File: src/rtl/sync_fifo_param.sv
// ============================================================================
// Module   : sync_fifo_param
// Purpose  : Parametrised single-clock FIFO with simultaneous read/write,
//            almost-full/almost-empty flags, occupancy output, synchronous
//            flush and sticky overflow/underflow flags. Define
//            SYNC_FIFO_FWFT_EN for first-word-fall-through read mode.
// Revision : 1.0 - initial release
// ============================================================================
`default_nettype none

module sync_fifo_param #(
  parameter int WIDTH     = 32,
  parameter int DEPTH     = 32,
  parameter int AF_THRESH = DEPTH - 2,
  parameter int AE_THRESH = 2
) (
  input  logic                       Clk,
  input  logic                       Rst,
  input  logic                       EN,
  input  logic                       CLR,
  input  logic                       WR,
  input  logic [WIDTH-1:0]           dataIn,
  input  logic                       RD,
  output logic [WIDTH-1:0]           dataOut,
  output logic                       dataValid,
  output logic                       EMPTY,
  output logic                       FULL,
  output logic                       ALMOST_FULL,
  output logic                       ALMOST_EMPTY,
  output logic [$clog2(DEPTH):0]     Count,
  output logic                       OVERFLOW,
  output logic                       UNDERFLOW
);

  localparam int c_aw = $clog2(DEPTH);
  localparam int c_cw = c_aw + 1;

  localparam logic [c_aw-1:0] c_ptr_one = 1;
  localparam logic [c_cw-1:0] c_cnt_one = 1;
  localparam logic [c_cw-1:0] c_depth   = c_cw'(DEPTH);
  localparam logic [c_cw-1:0] c_af      = c_cw'(AF_THRESH);
  localparam logic [c_cw-1:0] c_ae      = c_cw'(AE_THRESH);

  logic [WIDTH-1:0] r_mem [DEPTH];
  logic [c_aw-1:0]  r_rd_ptr;
  logic [c_aw-1:0]  r_wr_ptr;
  logic [c_cw-1:0]  r_count;
  logic             r_ovf;
  logic             r_unf;

  logic             w_rd_ok;
  logic             w_wr_ok;

  // Flags derive from the registered occupancy only, never from pointers.
  assign EMPTY        = (r_count == '0);
  assign FULL         = (r_count == c_depth);
  assign ALMOST_FULL  = (r_count >= c_af);
  assign ALMOST_EMPTY = (r_count <= c_ae);
  assign Count        = r_count;
  assign OVERFLOW     = r_ovf;
  assign UNDERFLOW    = r_unf;

  // A full FIFO can still accept a write when a read frees a slot this edge.
  assign w_rd_ok = RD & ~EMPTY;
  assign w_wr_ok = WR & (~FULL | w_rd_ok);

  always_ff @(posedge Clk or posedge Rst) begin
    if (Rst) begin
      r_rd_ptr <= '0;
      r_wr_ptr <= '0;
      r_count  <= '0;
      r_ovf    <= 1'b0;
      r_unf    <= 1'b0;
    end else if (EN) begin
      if (CLR) begin
        r_rd_ptr <= '0;
        r_wr_ptr <= '0;
        r_count  <= '0;
        r_ovf    <= 1'b0;
        r_unf    <= 1'b0;
      end else begin
        if (w_wr_ok) r_wr_ptr <= r_wr_ptr + c_ptr_one;
        if (w_rd_ok) r_rd_ptr <= r_rd_ptr + c_ptr_one;
        case ({w_wr_ok, w_rd_ok})
          2'b10:   r_count <= r_count + c_cnt_one;
          2'b01:   r_count <= r_count - c_cnt_one;
          default: r_count <= r_count;
        endcase
        if (WR & ~w_wr_ok) r_ovf <= 1'b1;
        if (RD & ~w_rd_ok) r_unf <= 1'b1;
      end
    end
  end

  // Storage is deliberately not reset.
  always_ff @(posedge Clk) begin
    if (EN && !CLR && w_wr_ok) r_mem[r_wr_ptr] <= dataIn;
  end

`ifdef SYNC_FIFO_FWFT_EN
  assign dataOut   = r_mem[r_rd_ptr];
  assign dataValid = ~EMPTY;
`else
  logic [WIDTH-1:0] r_dout;
  logic             r_valid;

  always_ff @(posedge Clk or posedge Rst) begin
    if (Rst) begin
      r_dout  <= '0;
      r_valid <= 1'b0;
    end else if (EN) begin
      if (CLR) begin
        r_dout  <= '0;
        r_valid <= 1'b0;
      end else begin
        r_valid <= w_rd_ok;
        if (w_rd_ok) r_dout <= r_mem[r_rd_ptr];
      end
    end
  end

  assign dataOut   = r_dout;
  assign dataValid = r_valid;
`endif

endmodule

`default_nettype wire

File: config.mk
export PLATFORM = sky130hd
export DESIGN_NAME = sync_fifo_param
export DESIGN_NICKNAME = d
export VERILOG_FILES = /design/src/rtl/sync_fifo_param.sv
export SDC_FILE = /design/constraint.sdc
export NUM_CORES = 1
export LEC_CHECK = 0
export ABC_AREA = 1
export CAP_MARGIN = 20
export CORE_MARGIN = 2
export CORE_UTILIZATION = 60
export CTS_BUF_LIST = sky130_fd_sc_hd__clkbuf_16
export DETAILED_ROUTE_END_ITERATION = 16
export PLACE_DENSITY = 0.74
export SYNTH_ARGS = -nofsm -noshare
export SYNTH_HDL_FRONTEND = slang
export SYNTH_SLANG_ARGS = --single-unit
File: constraint.sdc
create_clock -name Clk -period 3.8 [get_ports Clk]
set_clock_uncertainty 0.2 [all_clocks]
set_input_delay 0.57 -clock Clk [delete_from_list [all_inputs] [get_ports Clk]]
set_output_delay 0.57 -clock Clk [all_outputs]
set_load 0.03 [all_outputs]
**After elaboration in Yosys (flattened, before gate mapping)**

Memories as Yosys holds them, arrays and structs flattened.
Index checks and enable logic that the tools add are counted.

- Equal/unequal tests: 3
- Reductions and logical operators: 14
- Add/subtract/negate cells: 4
- Bitwise gates (word level): 9
- Mux-type cells: 15
- $lt $le $gt $ge: 2

Operators with widths:

| operator | count |
|---|---|
| 32-bit 2-to-1 mux | 2 |
| 5-bit 2-to-1 mux | 4 |
| 6-bit one-hot mux with 2 select lines | 1 |
| 5-bit by 1-bit adder with 5-bit output, second input constant | 2 |
| 2-bit AND reduction | 5 |
| 2-bit nonzero test | 4 |
| 1-bit 2-to-1 mux | 7 |
| 6-bit by 1-bit adder with 6-bit output, second input constant | 1 |
| 6-bit equality test, second input constant | 1 |
| 6-bit by 5-bit greater-or-equal comparator with 1-bit output, second input constant | 1 |
| 6-bit by 2-bit less-or-equal comparator with 1-bit output, second input constant | 1 |
| 6-bit zero test | 1 |
| 6-bit 2-to-1 mux | 1 |
| 6-bit by 1-bit subtractor with 6-bit output, second input constant | 1 |
| 1-bit bitwise AND | 4 |
| 1-bit inverter | 4 |
| 3-bit nonzero test | 1 |
| 2-bit by 1-bit equality test with 1-bit output, second input constant | 1 |
| 2-bit equality test, second input constant | 1 |
| 1-bit logical AND | 2 |
| 1-bit zero test | 1 |
| 1-bit OR | 1 |

- Output and inout bits: 45
- Register bits after elaboration: 51
- Memories: 1
- Word-level logic and storage cells: 55
- Bits of input ports: 38
- RAM bits: 1024

Memories:

| memory | words | width | rd ports | clocked after memory_dff | write ports | line | source |
|---|---|---|---|---|---|---|---|
| r_mem | 32 | 32 | 1 | 0 | 1 | 44 | `logic [WIDTH-1:0] r_mem [DEPTH];` |

**Logic depth before layout (Yosys ltp)**

Gate-level depths: netlist (run 1).

- Depth after elaboration: 9
- Depth in mapped cells: 15
- Depth with buffers taken out: 15

**Worst setup path before layout (run 1)**

OpenSTA, ideal clock, no wires.

- Path type: register to register
- From: reg r_count[0] (netlist: Count[0])
- To: mem r_mem[0][0], enable pin
- Setup time: 0.421 ns
- Required time: 3.179 ns
- Slack: 0.518 ns
- Cell stages (with the launch flop): 9
- Buffers on the path: 0
- Clock period less this slack: 3.282 ns
- Data arrival time: 2.661 ns
- Cells stage by stage: dfrtp_1 > nor2_1 > nand4_1 > nor2_1 > nor2_1 > nand2_1 > inv_2 > nand2_1 > nor2_1

- Cells in the longest elaborated chain, start to end: 8
- Elaborated cells on any way between the ends: 10
- Classes of those cells: eq/ne (1); mux (2); bitwise (5); reduce/logical (2)

Ends and longest elaborated chain:

| item | line | source |
|---|---|---|
| from (decl) | 47 | `logic [c_cw-1:0] r_count;` |
| from (signal assigned) | 85 | `2'b10: r_count <= r_count + c_cnt_one;` |
| from (signal assigned) | 86 | `2'b01: r_count <= r_count - c_cnt_one;` |
| from (signal assigned) | 87 | `default: r_count <= r_count;` |
| 6-bit zero test | 55 | `assign EMPTY = (r_count == '0);` |
| 1-bit inverter | 64 | `assign w_rd_ok = RD & ~EMPTY;` |
| 1-bit bitwise AND | 64 |  |
| 1-bit OR * | 65 | `assign w_wr_ok = WR & (~FULL \| w_rd_ok);` |
| 1-bit bitwise AND * | 65 |  |
| 1-bit logical AND * | 97 | `if (EN && !CLR && w_wr_ok) r_mem[r_wr_ptr] <= dataIn;` |
| 1-bit 2-to-1 mux * | 97 |  |
| 1-bit 2-to-1 mux (implied by the code) * | 97 |  |
| to (decl) | 44 |  |

Mark *: on every way between the ends. The rest lies on a longest branch, timed or not.

**Worst setup path in the final report (run 1)**

- From: reg r_count[1] (netlist: Count[1])
- To: out ALMOST_FULL

- Cells in the longest elaborated chain, start to end: 1

Ends and longest elaborated chain:

| item | line | source |
|---|---|---|
| 6-bit by 5-bit greater-or-equal comparator with 1-bit output | 57 | `assign ALMOST_FULL = (r_count >= c_af);` |
| to (decl) | 28 | `output logic ALMOST_FULL,` |

No other way between the ends.

==> metrics.md, run 1 <==
| Metric | Value |
|---|---|
| Routed vias | `30,790` |
| Post-CTS setup repair buffer count | `0` |
| Data required time of the worst path | `3.03 ns` |
| Wire length per cell after detailed routing | `22.04 um` |
| Final HPWL from detailed placement | `66,690 um` |
| Top-count cell post-synth | `sky130_fd_sc_hd__nand2_1` |
| Pre-CTS WS | `0.5785 ns` |
| Origin of the critical flop-to-flop path | `Count[1]` |
| TritonCTS clock tree | `done` |
| Initial antenna violation count | `3` |
| Cell type of the slowest stage on the worst timing path | `sky130_fd_sc_hd__clkdlybuf4s50_1` |
| Worst-case vdd ir drop | `446.4 uV` |
| First element of the critical path | `Count[1]` |
| Final total power | `30,410 uW` |
| Pwr Density | `597.2 nW/um2` |
| CTS H-tree lvls | `3` |
| Core Rows | `100` |
| Setup TNS Final | `0 ns` |
| Worst setup EP type | `output port` |
| CTS sink count | `1,075` |
| Vias per std cell | `5.768` |
| Period minus WS final | `3.153 ns` |
| Boundary pin count | `83` |
| # DRC | `0` |
| Port bufs | `82` |
| Gate count after technology mapping | `4,205` |
| Setup ws final | `0.6468 ns` |
| Hold bufs inserted after CTS | `0` |
| Number of buffers between clock root and the deepest sink | `3` |
| Placeable core region | `74,570 um2` |
| Pins over their slew limit | `0` |
| Final Cycle Share | `82.98%` |
| Status | `completed` |
| Design area | `50,920 um2` |
| Die width | `278.9 um` |
| Final Routed Wirelength | `117,700 um` |
| Cell taking the most area after synthesis | `sky130_fd_sc_hd__edfxtp_1` |
| Global Route met2 Usage | `48.26%` |
| Xor and xnor area share after synthesis | `0.1159%` |
| Final Non-Filler Cells | `5,338` |
| CTS Buf Count | `105` |
| Signed area change from the synthesized netlist to the final layout | `12.30%` |
| Number of distinct library cell variants in the gate-level netlist after synthesis | `27` |
| Post-synth ARST share | `4.744%` |
| Number of synthesis warnings | `0` |
| Fraction of final layout cells with drive strength greater than 1 | `7.463%` |
| Number of detailed-routing iterations run before antenna repair | `9` |
| GR met3 Demand/Resource | `5.832%` |
| Synth area leaders | `sky130_fd_sc_hd__edfxtp_1 68%, sky130_fd_sc_hd__nand2_1 14%, sky130_fd_sc_hd__nand3_1 7.2%` |
| Unrepaired setup endpoints after global routing | `no` |
| Share of the yosys chip area belonging to registers | `70.63%` |
| Quantity of gates resized following cts | `0` |
| Number of nets produced by synthesis | `4,253` |
| Cell Chain, Critical Path | `inv_1 > o41ai_1 > clkdlybuf4s50_1` |
| Delay of the slowest cell on the worst path | `0.75 ns` |
| Fraction of synthesized cell area taken by the top area cell type | `67.82%` |
| Filler cells | `5,298` |
| Initial Util | `60.80%` |
| Register bit count reported by yosys | `1,075` |
| Instance count after placement with tap cells included | `5,141` |
| Highest achievable clock rate | `317.1 MHz` |
| Buffer type at the clock tree root | `sky130_fd_sc_hd__clkbuf_16` |
| Global-route track usage on met1 | `42.96%` |
| Combined global-route utilization of all metal layers | `30.47%` |
| Global-route wire length before repair | `177,300 um` |
| Initial detailed-routing violation count | `4,271` |
| Adder-cell share of the synthesized area | `0.2925%` |
| Main combinational cell family by area after synthesis | `simple AND/OR/NAND/NOR gates` |
| Routability congestion estimate | `0.8707` |
| Worst hold path class | `in -> async` |
| Post-detailed-route count of antenna-violating nets | `0` |
| Remaining global-route overflow | `0` |
| Setup slack on the worst flop-to-flop path | `1.02 ns` |
| Full die area | `77,790 um2` |
| Share of synthesized cell area in and, or, nand and nor gates | `22.36%` |
| Syn Area/Cell | `10.78 um2` |
| Floorplan die height | `278.9 um` |
| Critical Path AT | `2.38 ns` |
| Clock-pin slew on the worst setup and hold paths | `0.06 ns` |
| Path type of the worst setup path | `reg -> out` |
| Number of enable flip-flop cells after synthesis | `1,024` |
| Maximum number of pins on one net before global-route repair | `177` |
| NumNets Final | `4,328` |
| Cell Area, Synth | `45,340 um2` |
| Normalized max-slew margin | `21.51%` |
| Main synth FF type | `sky130_fd_sc_hd__edfxtp_1` |
| Clock network latency to the later pin of the worst-skew pair | `0.65 ns` |
| Mux cell area share after synthesis | `0%` |
| Critical-path maximum fanout | `6` |
| Leakage power figure | `0.02056 uW` |
| Max_cap viols | `0` |
| Via count of the first global-routing pass | `29,480` |
| Critical path launch point type | `flip-flop` |
| Commonest cells in the synthesized netlist | `1,708 x sky130_fd_sc_hd__nand2_1, 1,024 x sky130_fd_sc_hd__edfxtp_1, 655 x sky130_fd_sc_hd__nand3_1` |
| GRT Max-Usage Layer | `met2` |
| Slew of the pin with the lowest slew margin | `1.177 ns` |
| Post-synthesis compound-gate area fraction | `0.6568%` |
| Count of final hold-check violations | `0` |
| Total placed instance area | `47,400 um2` |
| Setup violations, final | `0` |
## power by group
group	switching [uW]	leakage, uW	internal [uW]	total, uW
sequential	281	0.00989	13200	13400
combinational	4560	0.00886	1860	6420
clock	4350	0.00181	6190	10500
total	9190	0.0206	21200	30400
## stage by stage
step                hold slack (ns)  util [%]
finish                      0.01877     68.28
global route                0.06849     68.28
CTS                        0.006278     68.26
detailed placement           0.2858     63.56
global placement             0.3005     63.56
floorplan                    0.3998         -
## registers in the layout (all words and copies together), names as in the netlist
register,cells
UNDERFLOW,1
r_rd_ptr,5
r_mem,1024
r_wr_ptr,5
dataOut,32
OVERFLOW,1
Count,6
dataValid,1
## layout by cell type (no fill, tap or decap), drive strengths merged
cell type      count
a21oi              4
a31oi              2
buf              126
bufinv            15
clkbuf           110
clkdlybuf4s50     68
clkinv            41
clkinvlp           3
dfrtp             51
diode              1
edfxtp          1024
fa                 1
ha                 9
inv              379
nand2           1708
nand3            655
nand4              2
nor2             110
nor3               4
o211ai             1
o21a               1
o21ai             42
o22ai              5
o41ai              1
xnor2              2
xor2               4
## path summary, 6_finish.rpt
| kind | endpoint | cells after the start |
|---|---|---|
| max in group asynchronous | dataOut[16] | 3 |
| max | ALMOST_FULL | 3 |
| min reg2reg | dataValid | 2 |
| min in group Clk | dataValid | 2 |
| min | Count[4] | 2 |
| max reg2reg | r_mem[2][27] | 10 |
## worst max-delay path: cells and delay by family (launching register included)
kind / cells / cell delay, ns
buffers and inverters: 2 / 0.83
flip-flops: 1 / 0.47
AO/OA/AOI/OAI: 1 / 0.43
## cell families (layout without fill, tap and decap cells)
| logic type | count (synthesis) | after routing |
|---|---|---|
| AO/OA/AOI/OAI | 56 | 56 |
| XOR/XNOR | 6 | 6 |
| adder cells (fa/ha/maj) | 10 | 10 |
| buffers and inverters | 579 | 742 |
| flip-flops | 1075 | 1075 |
| other | 0 | 1 |
| AND/OR/NAND/NOR | 2479 | 2479 |
## per-layer routing
metal  part of all wire [%]  vias up
li1                       -    14120
met1                     39    14590
met4                    3.0        4
met3                     11      230
met5                  0.023        -
met2                     47     1847
## layout make-up
class,count,area (um2),area share (%)
multi-input cells,2551,10860,21.33
diodes,1,2.502,0.004914
flip-flops and latches,1075,32040,62.93
inverters,352,1343,2.637
repair buffers,195,1957,3.843
clock inverters,86,775.7,1.523
clock buffers,109,2728,5.357
well taps,969,1212,2.381
Power figures use the tool's default switching activity.
==> run 2, diff against run 1 <==
--- a/config.mk
+++ b/config.mk
@@ -8,10 +8,10 @@
 export ABC_AREA = 1
 export CAP_MARGIN = 20
 export CORE_MARGIN = 2
-export CORE_UTILIZATION = 60
+export CORE_UTILIZATION = 56
 export CTS_BUF_LIST = sky130_fd_sc_hd__clkbuf_16
 export DETAILED_ROUTE_END_ITERATION = 16
-export PLACE_DENSITY = 0.74
+export PLACE_DENSITY = 0.73
 export SYNTH_ARGS = -nofsm -noshare
 export SYNTH_HDL_FRONTEND = slang
 export SYNTH_SLANG_ARGS = --single-unit
==> constraint.sdc (replaced) <==
create_clock -name Clk -period 2.9 [get_ports Clk]
set_clock_uncertainty 0.2 [all_clocks]
set_input_delay 0.435 -clock Clk [delete_from_list [all_inputs] [get_ports Clk]]
set_output_delay 0.435 -clock Clk [all_outputs]
set_load 0.03 [all_outputs]
==> run 2 against run 1 <==
  * Critical endpoint unchanged
  * Sequential power up 31%
  * Via count is 1.5% higher
  * Sequential share of layout area shrank 1.4 points
  * Clock power rose by 24%
  * Critical path depth rose by 1
  * Global-route usage decreased by 1.0 points
  * Sequential cell count did not move
  * Critical path type unchanged
  * Cell count up 3.1%
  * Setup slack worse by 0.41 ns
  * First-iteration DRC count is 5.9% lower
  * Cell area up 2.2%
==> metrics.md, run 2 (synthesis gave the netlist of run 1 again) <==
| Metric | Value |
|---|---|
| Cell type of the slowest stage on the worst timing path | `sky130_fd_sc_hd__dlygate4sd2_1` |
| Boundary pin count | `83` |
| Signed area change from the synthesized netlist to the final layout | `14.81%` |
| Status | `completed` |
| Instance count after placement with tap cells included | `5,301` |
| Top delay family on crit path | `buffers and inverters` |
| Worst setup EP type | `output port` |
| Maximum number of pins on one net before global-route repair | `115` |
| Post-detailed-route count of antenna-violating nets | `0` |
| Delay of the slowest cell on the worst path | `0.47 ns` |
| Total net switching power | `12,170 uW` |
| Origin of the critical flop-to-flop path | `r_rd_ptr[3]` |
| Core Rows | `104` |
| NumNets Final | `4,399` |
| Data required time of the worst path | `2.27 ns` |
| CTS H-tree lvls | `3` |
| Most common cell after layout, fill and taps aside | `sky130_fd_sc_hd__nand2_1` |
| Pins over their slew limit | `0` |
| Final Routed Wirelength | `121,900 um` |
| Setup TNS Final | `0 ns` |
| Wire length on met2 | `57,470 um` |
| Period minus WS final | `2.667 ns` |
| Full die area | `83,260 um2` |
| TritonCTS clock tree | `done` |
| Fraction of final layout cells with drive strength greater than 1 | `8.240%` |
| Critical Path AT | `2.03 ns` |
| Initial detailed-routing violation count | `4,019` |
| Met3 routed WL | `11,280 um` |
| Origin of the worst min-delay path | `EN` |
| Cell Chain, Critical Path | `buf_4 > inv_1 > o41ai_1 > dlygate4sd2_1` |
| Path type of the worst setup path | `reg -> out` |
| Normalized max-slew margin | `28.77%` |
| Worst-case vdd ir drop | `509.1 uV` |
| Leakage power figure | `0.02101 uW` |
| Vias per std cell | `5.678` |
| Final HPWL from detailed placement | `72,990 um` |
| Die width | `288.6 um` |
| Setup violations, final | `0` |
| Max Used Layer | `met5` |
| Floorplan die height | `288.6 um` |
| Switch share | `31.00%` |
| Remaining global-route overflow | `0` |
| Final Cycle Share | `91.97%` |
| Max_cap viols | `0` |
| Clock-pin slew on the worst setup and hold paths | `0.06 ns` |
| Global-route wire length before repair | `181,700 um` |
| Share of power burned in registers | `44.6%` |
| Commonest cells after routing, fill and taps aside | `1,708 x sky130_fd_sc_hd__nand2_1, 1,024 x sky130_fd_sc_hd__edfxtp_1, 655 x sky130_fd_sc_hd__nand3_1` |
| Placeable core region | `80,290 um2` |
| Unrepaired setup endpoints after global routing | `no` |
| Number of detailed-routing iterations run before antenna repair | `6` |
| # DRC | `0` |
| Critical-path maximum fanout | `5` |
| Combined global-route utilization of all metal layers | `29.43%` |
| Via count of the first global-routing pass | `30,070` |
| Final Non-Filler Cells | `5,502` |
| Worst hold slack | `0.1859 ns` |
| Number of buffers between clock root and the deepest sink | `3` |
| Internal power | `27,090 uW` |
| Clock network latency to the later pin of the worst-skew pair | `0.69 ns` |
| Routability congestion estimate | `0.8603` |
| Buffers and inverters on the worst path | `3` |
| Highest achievable clock rate | `374.9 MHz` |
| Detailed-route wire length on metal 1 | `46,770 um` |
| Routed vias | `31,240` |
| Initial antenna violation count | `2` |
| Combinational share of power | `22.4%` |
| Count of final hold-check violations | `0` |
| Worst hold path class | `in -> reg` |
| Critical path launch point type | `flip-flop` |
| Slew of the pin with the lowest slew margin | `1.068 ns` |
| ANT cells | `0` |
| CTS Buf Count | `107` |
| Top reg by flops | `r_mem` |
| First element of the critical path | `Count[1]` |
| Largest register FFs | `1,024` |
| Clk network pwr share | `33.0%` |
| Buffer type at the clock tree root | `sky130_fd_sc_hd__clkbuf_16` |
| Pwr Density | `754.3 nW/um2` |
| Initial Util | `56.48%` |
| Port bufs | `82` |
| Wire length per cell after detailed routing | `22.16 um` |
| CTS sink count | `1,075` |
run 2: final cells by class:
cell class | instances | area, um2
clock inverter | 92 | 583.1
tap | 1060 | 1326
multi-input combinational | 2551 | 10860
inverter | 352 | 1343
fill | 5835 | 28230
clock buffer | 108 | 2703
timing repair buffer | 264 | 3202
sequential | 1075 | 32040
run 2: power groups by stage:
stage          sequential, uW  clock (uW)  combinational, uW
3_5_place_dp            17800           0               8660
3_3_place_gp            17800           0               8520
5_1_grt                 17500       13600               9580
2_1_floorplan           18100           0               5450
6_report                17500       13000               8780
4_1_cts                 17500       13000               8710
run 2: repair_timing:
item	CTS	global route
gates resized for setup	3	1
gates cloned	0	0
hold buffers	1	0
buffers inserted	0	0
hold endpoints to repair	51	0
setup endpoints to repair	3	1
run 2: final timing paths:
kind / endpoint / slack, ns / depth (start not counted)
max: ALMOST_FULL / 0.23 / 4
min: dataValid / 0.19 / 4
max reg2reg: dataOut[27] / 0.27 / 5
min reg2reg: dataOut[5] / 0.28 / 2
max in group asynchronous: r_rd_ptr[3] / 1.64 / 4
min in group asynchronous: Count[3] / 0.52 / 4
run 2: per-layer routing:
layer  global-route usage, %  up-vias
li1                        -    14250
met1                   39.80    14980
met2                   47.19     1698
met3                   4.321      308
met4                   14.51        2
met5                       0        -
run 2: worst reg2reg max path: cells and delay by family (launching register included):
kind | cells | cell delay, ns
buf+inv | 1 | 0.80
flops | 1 | 0.42
simple gates | 4 | 1.14
run 2: per-stage QoR:
stage	power (uW)	area (um2)	setup WS (ns)	utilization, %
floorplan	23580	45340	-0.3818	-
global placement	26360	48760	0.1676	60.74
detailed placement	26500	48760	0.1886	60.74
CTS	39260	52060	0.01216	64.84
global route	40760	52060	0.1419	64.84
finish	39270	52060	0.2330	64.84
